**src/rtl/imem_pkg.sv**
```systemverilog
// imem_pkg: shared definitions for the instruction-memory controller.
//   - state_e      : controller mode (boot load, CPU run, one-cycle drain)
//   - DEF_ADDR_W   : default word-index width (memory depth = 2**DEF_ADDR_W words)
//   - DEF_NOP_INST : instruction returned for misaligned fetches
package imem_pkg;

    localparam int unsigned DEF_ADDR_W   = 12;
    localparam logic [31:0] DEF_NOP_INST = 32'h0000_0000;

    typedef enum logic [1:0] {
        StBoot  = 2'd0,
        StRun   = 2'd1,
        StDrain = 2'd2
    } state_e;

endpackage

```
**src/rtl/imem_ctrl.sv**
```systemverilog
// imem_ctrl: owns the single-port synchronous instruction memory and shares it
// between a boot-load stream and the CPU fetch path.
//
// Ports
//   i_clk, i_rst             : clock (rising edge), synchronous active-high reset
//   i_boot_valid/data/last   : boot word stream; o_boot_ready accepts a word
//   i_reload                 : pulse, return to boot mode (through a drain cycle)
//   o_cpu_halt               : CPU must stall (high whenever not in run mode)
//   i_fetch_req, i_fetch_addr: CPU fetch request with byte address
//   o_fetch_gnt              : fetch accepted this cycle (combinational)
//   o_fetch_valid/inst       : fetch response, one cycle after the grant
//   o_fetch_misalign         : response belongs to a misaligned fetch (NOP returned)
//   o_mem_en/we/idx/wdata    : memory port; i_mem_rdata valid one cycle after a read
//   o_load_count             : words written in the current boot (saturating)
//   o_load_err               : sticky, boot stream overflowed the memory depth
module imem_ctrl
    import imem_pkg::*;
#(
    parameter int unsigned ADDR_W   = DEF_ADDR_W,
    parameter logic [31:0] NOP_INST = DEF_NOP_INST
) (
    input  logic              i_clk,
    input  logic              i_rst,

    input  logic              i_boot_valid,
    input  logic [31:0]       i_boot_data,
    input  logic              i_boot_last,
    output logic              o_boot_ready,

    input  logic              i_reload,
    output logic              o_cpu_halt,

    input  logic              i_fetch_req,
    input  logic [31:0]       i_fetch_addr,
    output logic              o_fetch_gnt,
    output logic              o_fetch_valid,
    output logic [31:0]       o_fetch_inst,
    output logic              o_fetch_misalign,

    output logic              o_mem_en,
    output logic              o_mem_we,
    output logic [ADDR_W-1:0] o_mem_idx,
    output logic [31:0]       o_mem_wdata,
    input  logic [31:0]       i_mem_rdata,

    output logic [ADDR_W:0]   o_load_count,
    output logic              o_load_err
);

    localparam logic [ADDR_W-1:0] PTR_MAX = '1;
    localparam logic [ADDR_W:0]   CNT_MAX = {1'b1, {ADDR_W{1'b0}}};

    // ---------------------------------------------------------------------
    // State
    // ---------------------------------------------------------------------
    state_e             r_state;
    state_e             w_state_nxt;
    logic [ADDR_W-1:0]  r_load_ptr;
    logic [ADDR_W-1:0]  w_load_ptr_nxt;
    logic [ADDR_W:0]    r_load_count;
    logic [ADDR_W:0]    w_load_count_nxt;
    logic               r_load_err;
    logic               w_load_err_nxt;

    // Response pipeline: one stage matching the memory read latency.
    logic               r_rsp_valid;
    logic               r_rsp_misalign;
    logic [31:0]        r_inst_hold;

    logic               w_boot_ready;
    logic               w_cpu_halt;
    logic               w_gnt;
    logic               w_mem_en;
    logic               w_mem_we;
    logic [ADDR_W-1:0]  w_mem_idx;
    logic [31:0]        w_rsp_inst;
    logic               w_misalign_req;

    // Upper fetch address bits are deliberately ignored (addresses alias).
    logic               w_unused_addr;
    assign w_unused_addr  = ^i_fetch_addr[31:ADDR_W+2];

    assign w_misalign_req = |i_fetch_addr[1:0];

    // ---------------------------------------------------------------------
    // Next-state and memory-port decode
    // ---------------------------------------------------------------------
    always_comb begin
        w_state_nxt      = r_state;
        w_load_ptr_nxt   = r_load_ptr;
        w_load_count_nxt = r_load_count;
        w_load_err_nxt   = r_load_err;
        w_boot_ready     = 1'b0;
        w_cpu_halt       = 1'b1;
        w_gnt            = 1'b0;
        w_mem_en         = 1'b0;
        w_mem_we         = 1'b0;
        w_mem_idx        = r_load_ptr;

        unique case (r_state)
            StBoot: begin
                // Held off during reset so no stray write reaches the memory.
                w_boot_ready = !i_rst;
                if (w_boot_ready && i_boot_valid) begin
                    w_mem_en       = 1'b1;
                    w_mem_we       = 1'b1;
                    w_load_ptr_nxt = r_load_ptr + 1'b1;
                    if (r_load_count != CNT_MAX) begin
                        w_load_count_nxt = r_load_count + 1'b1;
                    end
                    if (i_boot_last) begin
                        w_state_nxt = StRun;
                    end else if (r_load_ptr == PTR_MAX) begin
                        // Stream longer than the memory: pointer wraps, flag it.
                        w_load_err_nxt = 1'b1;
                    end
                end
            end

            StRun: begin
                w_cpu_halt = 1'b0;
                // Reload wins over a simultaneous fetch.
                w_gnt      = i_fetch_req && !i_reload && !i_rst;
                if (w_gnt) begin
                    w_mem_en  = 1'b1;
                    w_mem_idx = i_fetch_addr[ADDR_W+1:2];
                end
                if (i_reload) begin
                    w_state_nxt = StDrain;
                end
            end

            StDrain: begin
                // The last RUN grant's response is delivered during this cycle.
                w_load_ptr_nxt   = '0;
                w_load_count_nxt = '0;
                w_load_err_nxt   = 1'b0;
                w_state_nxt      = StBoot;
            end

            default: begin
                w_state_nxt = StBoot;
            end
        endcase
    end

    // ---------------------------------------------------------------------
    // Registers
    // ---------------------------------------------------------------------
    always_ff @(posedge i_clk) begin
        if (i_rst) begin
            r_state        <= StBoot;
            r_load_ptr     <= '0;
            r_load_count   <= '0;
            r_load_err     <= 1'b0;
            r_rsp_valid    <= 1'b0;
            r_rsp_misalign <= 1'b0;
            r_inst_hold    <= '0;
        end else begin
            r_state        <= w_state_nxt;
            r_load_ptr     <= w_load_ptr_nxt;
            r_load_count   <= w_load_count_nxt;
            r_load_err     <= w_load_err_nxt;
            r_rsp_valid    <= w_gnt;
            r_rsp_misalign <= w_gnt && w_misalign_req;
            if (r_rsp_valid) begin
                r_inst_hold <= w_rsp_inst;
            end
        end
    end

    // Read data is only valid in the response cycle; afterwards the captured
    // copy keeps the instruction output stable.
    assign w_rsp_inst       = r_rsp_misalign ? NOP_INST : i_mem_rdata;

    // ---------------------------------------------------------------------
    // Outputs
    // ---------------------------------------------------------------------
    assign o_boot_ready     = w_boot_ready;
    assign o_cpu_halt       = w_cpu_halt;
    assign o_fetch_gnt      = w_gnt;
    assign o_fetch_valid    = r_rsp_valid;
    assign o_fetch_inst     = r_rsp_valid ? w_rsp_inst : r_inst_hold;
    assign o_fetch_misalign = r_rsp_valid && r_rsp_misalign;
    assign o_mem_en         = w_mem_en;
    assign o_mem_we         = w_mem_we;
    assign o_mem_idx        = w_mem_idx;
    assign o_mem_wdata      = i_boot_data;
    assign o_load_count     = r_load_count;
    assign o_load_err       = r_load_err;

endmodule

```
**config.mk**
```make
export PLATFORM = sky130hd
export DESIGN_NAME = imem_ctrl
export DESIGN_NICKNAME = d
export VERILOG_FILES = /design/src/rtl/imem_pkg.sv /design/src/rtl/imem_ctrl.sv
export SDC_FILE = /design/constraint.sdc
export NUM_CORES = 1
export LEC_CHECK = 0
export CORE_UTILIZATION = 40
export DETAILED_ROUTE_END_ITERATION = 6
export HOLD_SLACK_MARGIN = 0.12
export PLACE_DENSITY = 0.93
export RECOVER_POWER = 25
export SYNTH_ARGS = -nofsm -noshare
export SYNTH_HDL_FRONTEND = slang
export SYNTH_SLANG_ARGS = --single-unit
```
**constraint.sdc**
```tcl
create_clock -name i_clk -period 3.7 [get_ports i_clk]
set_input_delay 0.74 -clock i_clk [delete_from_list [all_inputs] [get_ports i_clk]]
set_output_delay 0.74 -clock i_clk [all_outputs]
set_load 0.02 [all_outputs]
```
==> flow_summary.json <==
{
  "status": "completed",
  "min_period_ns": 3.49,
  "async_flop_share_pct": 0,
  "finalSetupViolations": 0,
  "cp-end-kind": "primary output",
  "die_area_um2": 8460,
  "slowest_stage": "or4b_4",
  "synth_top_area_share_pct": 38.3,
  "rsz0062_at_grt": "false",
  "place_inst": 570,
  "synth_edf_count": 0,
  "numCtsBuffers": 9,
  "drc": 0,
  "post_cts_buffers": 0,
  "wl_per_cell_um": 13.9,
  "setup_slack_ns": 0.206,
  "globalRouteTotalUtil_pct": 19.1,
  "yosysWarnings": 0,
  "grt-ovfl-total": 0,
  "critPathKind": "in2out",
  "yosys.area.top_type": "dfxtp_1",
  "grt_pass1_wl_um": 13000,
  "cp_slowest_stage_delay_ns": 0.68,
  "seq_area_frac_synth_pct": 38.3,
  "dieHeight_um": 92.0,
  "hold_viol_final": 0,
  "placed_cell_area_um2": 4240,
  "drive_gt1_share_pct": 8.88,
  "crit_cells": 4,
  "first_global_vias": 2877,
  "start_kind": "input pin",
  "die_x_um": 92.0,
  "worstMarginPinSlew_ns": 0.568,
  "cts.sinks": 62,
  "period_share_pct": 94.4,
  "drv_cap": 0,
  "gp_congestion": 0.903,
  "path_clk_slew_ns": 0.06,
  "areaGrowthSynthToFinish_pct": 37.8,
  "finClkSkew_ns": 0.00451,
  "io_pins": 199,
  "finish.utilization_pct": 57.4,
  "dr.pass1.iters": 4,
  "slew_headroom_pct": 61.8,
  "crit_family": "buffers and inverters",
  "cts_tree": "done",
  "coreArea_um2": 7770,
  "arrival_ns": 2.75,
  "grt_antenna_before_repair": 0,
  "htreeDepth": 3,
  "path_buf_inv": 2,
  "final_nets": 584,
  "ff2ff_path_depth": 6,
  "via_count": 3042,
  "whs_path_depth": 2,
  "avgSynthCellArea_um2": 8.13,
  "wl_um": 8130,
  "clockBufferDepth": 2,
  "path_cells": "clkdlybuf4s50_1 -> or4b_4 -> mux2_2 -> clkdlybuf4s50_1",
  "fmax_ghz": 0.286,
  "yosysUniqueCellTypes": 51,
  "cellPowerDensity_nw_per_um2": 335,
  "synth-main-ff-cell": "dfxtp_1",
  "worst_skew_pair.late_latency_ns": 0.33,
  "diodes": 0,
  "io_buffer_count": 116,
  "hpwl_um": 5910,
  "synth.area.top_cells": "dfxtp_1 38%, buf_4 7.4%, and2_1 6.8%",
  "crit_fanout": 15,
  "synth_nets": 503,
  "num-fill-cells": 663,
  "synth_seq_cells": 62,
  "p_total_mw": 1.50,
  "slew_viol_final": 0,
  "power_leakage_nw": 1.62,
  "ant_nets": 0,
  "crit_top_cell": "clkdlybuf4s50_1",
  "final_area_um2": 4460,
  "synthCells": 398,
  "required_ns": 2.96,
  "num_rows": 32,
  "fin_cells": 586,
  "syn-cell-area_um2": 3240,
  "place_worst_setup_slack_ns": -0.0487,
  "start_util_pct": 41.7,
  "vias_per_cell": 5.19,
  "peakVddDrop_mv": 0.184,
  "hp-class": "reg2reg",
  "drt_iter0_drc": 86,
  "grt_max_degree": 37,
  "root_buffer": "clkbuf_8"
}
routing by layer:
metal  track usage, %  up-vias  share of wire [%]
met2             33.6      161                 50
li1                 -     1480                  -
met4             10.3        0                1.8
met3             5.06       17                8.2
met1             20.9     1384                 40
met5                0        -                  0
cell families after synthesis:
kind of cell / synth area share, %
multiplexers: 4.79
buffers and inverters: 15.0
AND/OR/NAND/NOR: 24.5
XOR/XNOR: 1.08
adder cells (fa/ha/maj): 1.16
AO/OA/AOI/OAI: 15.2
flip-flops: 38.3
registers in the layout (all words and copies together), names as in the netlist:
register        flops
r_load_ptr         12
o_load_err          1
r_state             2
o_fetch_valid       1
r_inst_hold        32
r_rsp_misalign      1
o_load_count       13
per-stage QoR:
step | TNS [ns] | hold slack, ns
after floorplan | 0 | 0.463
after global routing | 0 | 0.531
after global placement | -0.0338 | 0.479
final | 0 | 0.520
after CTS | 0 | 0.514
after detailed placement | -0.417 | 0.486
what timing repair did:
action / 4_1_cts / 5_1_grt
resized for setup: 1 / 0
endpoints found under the setup margin: 12 / 0
hold buffers: 0 / 0
cell type report:
class | count | area, µm² | share of cell area, %
flip-flops and latches | 62 | 1240 | 27.8
multi-input cells | 242 | 1520 | 34.0
well taps | 102 | 128 | 2.86
clock inverters | 4 | 70.1 | 1.57
clock buffers | 12 | 145 | 3.25
repair buffers | 121 | 1200 | 26.9
inverters | 43 | 161 | 3.62
report_power, final:
group          leakage [nW]  internal [mW]  switching (mW)
logic                  1.01         0.0949          0.0726
clock network         0.110          0.396           0.248
registers             0.500          0.676         0.00898
total                  1.62           1.17           0.329
worst register-to-register path, stage by stage, from the launching register on:
cell and delay, ns:
dfxtp_1 0.37, inv_1 0.14, ha_1 0.16, or4b_1 0.46, or4_1 0.68, and3_1 0.29, a32o_1 0.21
worst paths after layout:
check | from | to | slack [ns]
min reg2reg | r_load_ptr[11]$_SDFFE_PP0P_ | r_load_ptr[11]$_SDFFE_PP0P_ | 0.52
max reg2reg | o_load_count[0]$_SDFFE_PP0P_ | o_load_count[6]$_SDFFE_PP0P_ | 1.29
max | i_reload | o_mem_idx[5] | 0.21
min | r_load_ptr[11]$_SDFFE_PP0P_ | r_load_ptr[11]$_SDFFE_PP0P_ | 0.52
cell usage in the layout (no fill, tap or decap), types with 8 or more instances in the layout:
master,instances
clkbuf_8,10
nand2_1,39
nor2_1,15
dfxtp_1,62
a31oi_1,8
mux2_2,12
clkdlybuf4s50_1,115
o21ai_0,39
inv_1,42
and2_1,35
cell usage after synthesis, types with 4 or more instances:
cell       number
clkbuf_1       15
dfxtp_1        62
nor2_1         15
nand3_1         7
a21oi_1         7
nand2_1        39
mux2_2         12
o21ai_0        39
and2_1         35
o2111ai_1       5
inv_1          42
nor3_1          5
nand4_1         5
a31oi_1         8
or2_2           4
buf_4          32
or3_1           7
Note: power is estimated with default switching activity, not from simulation.
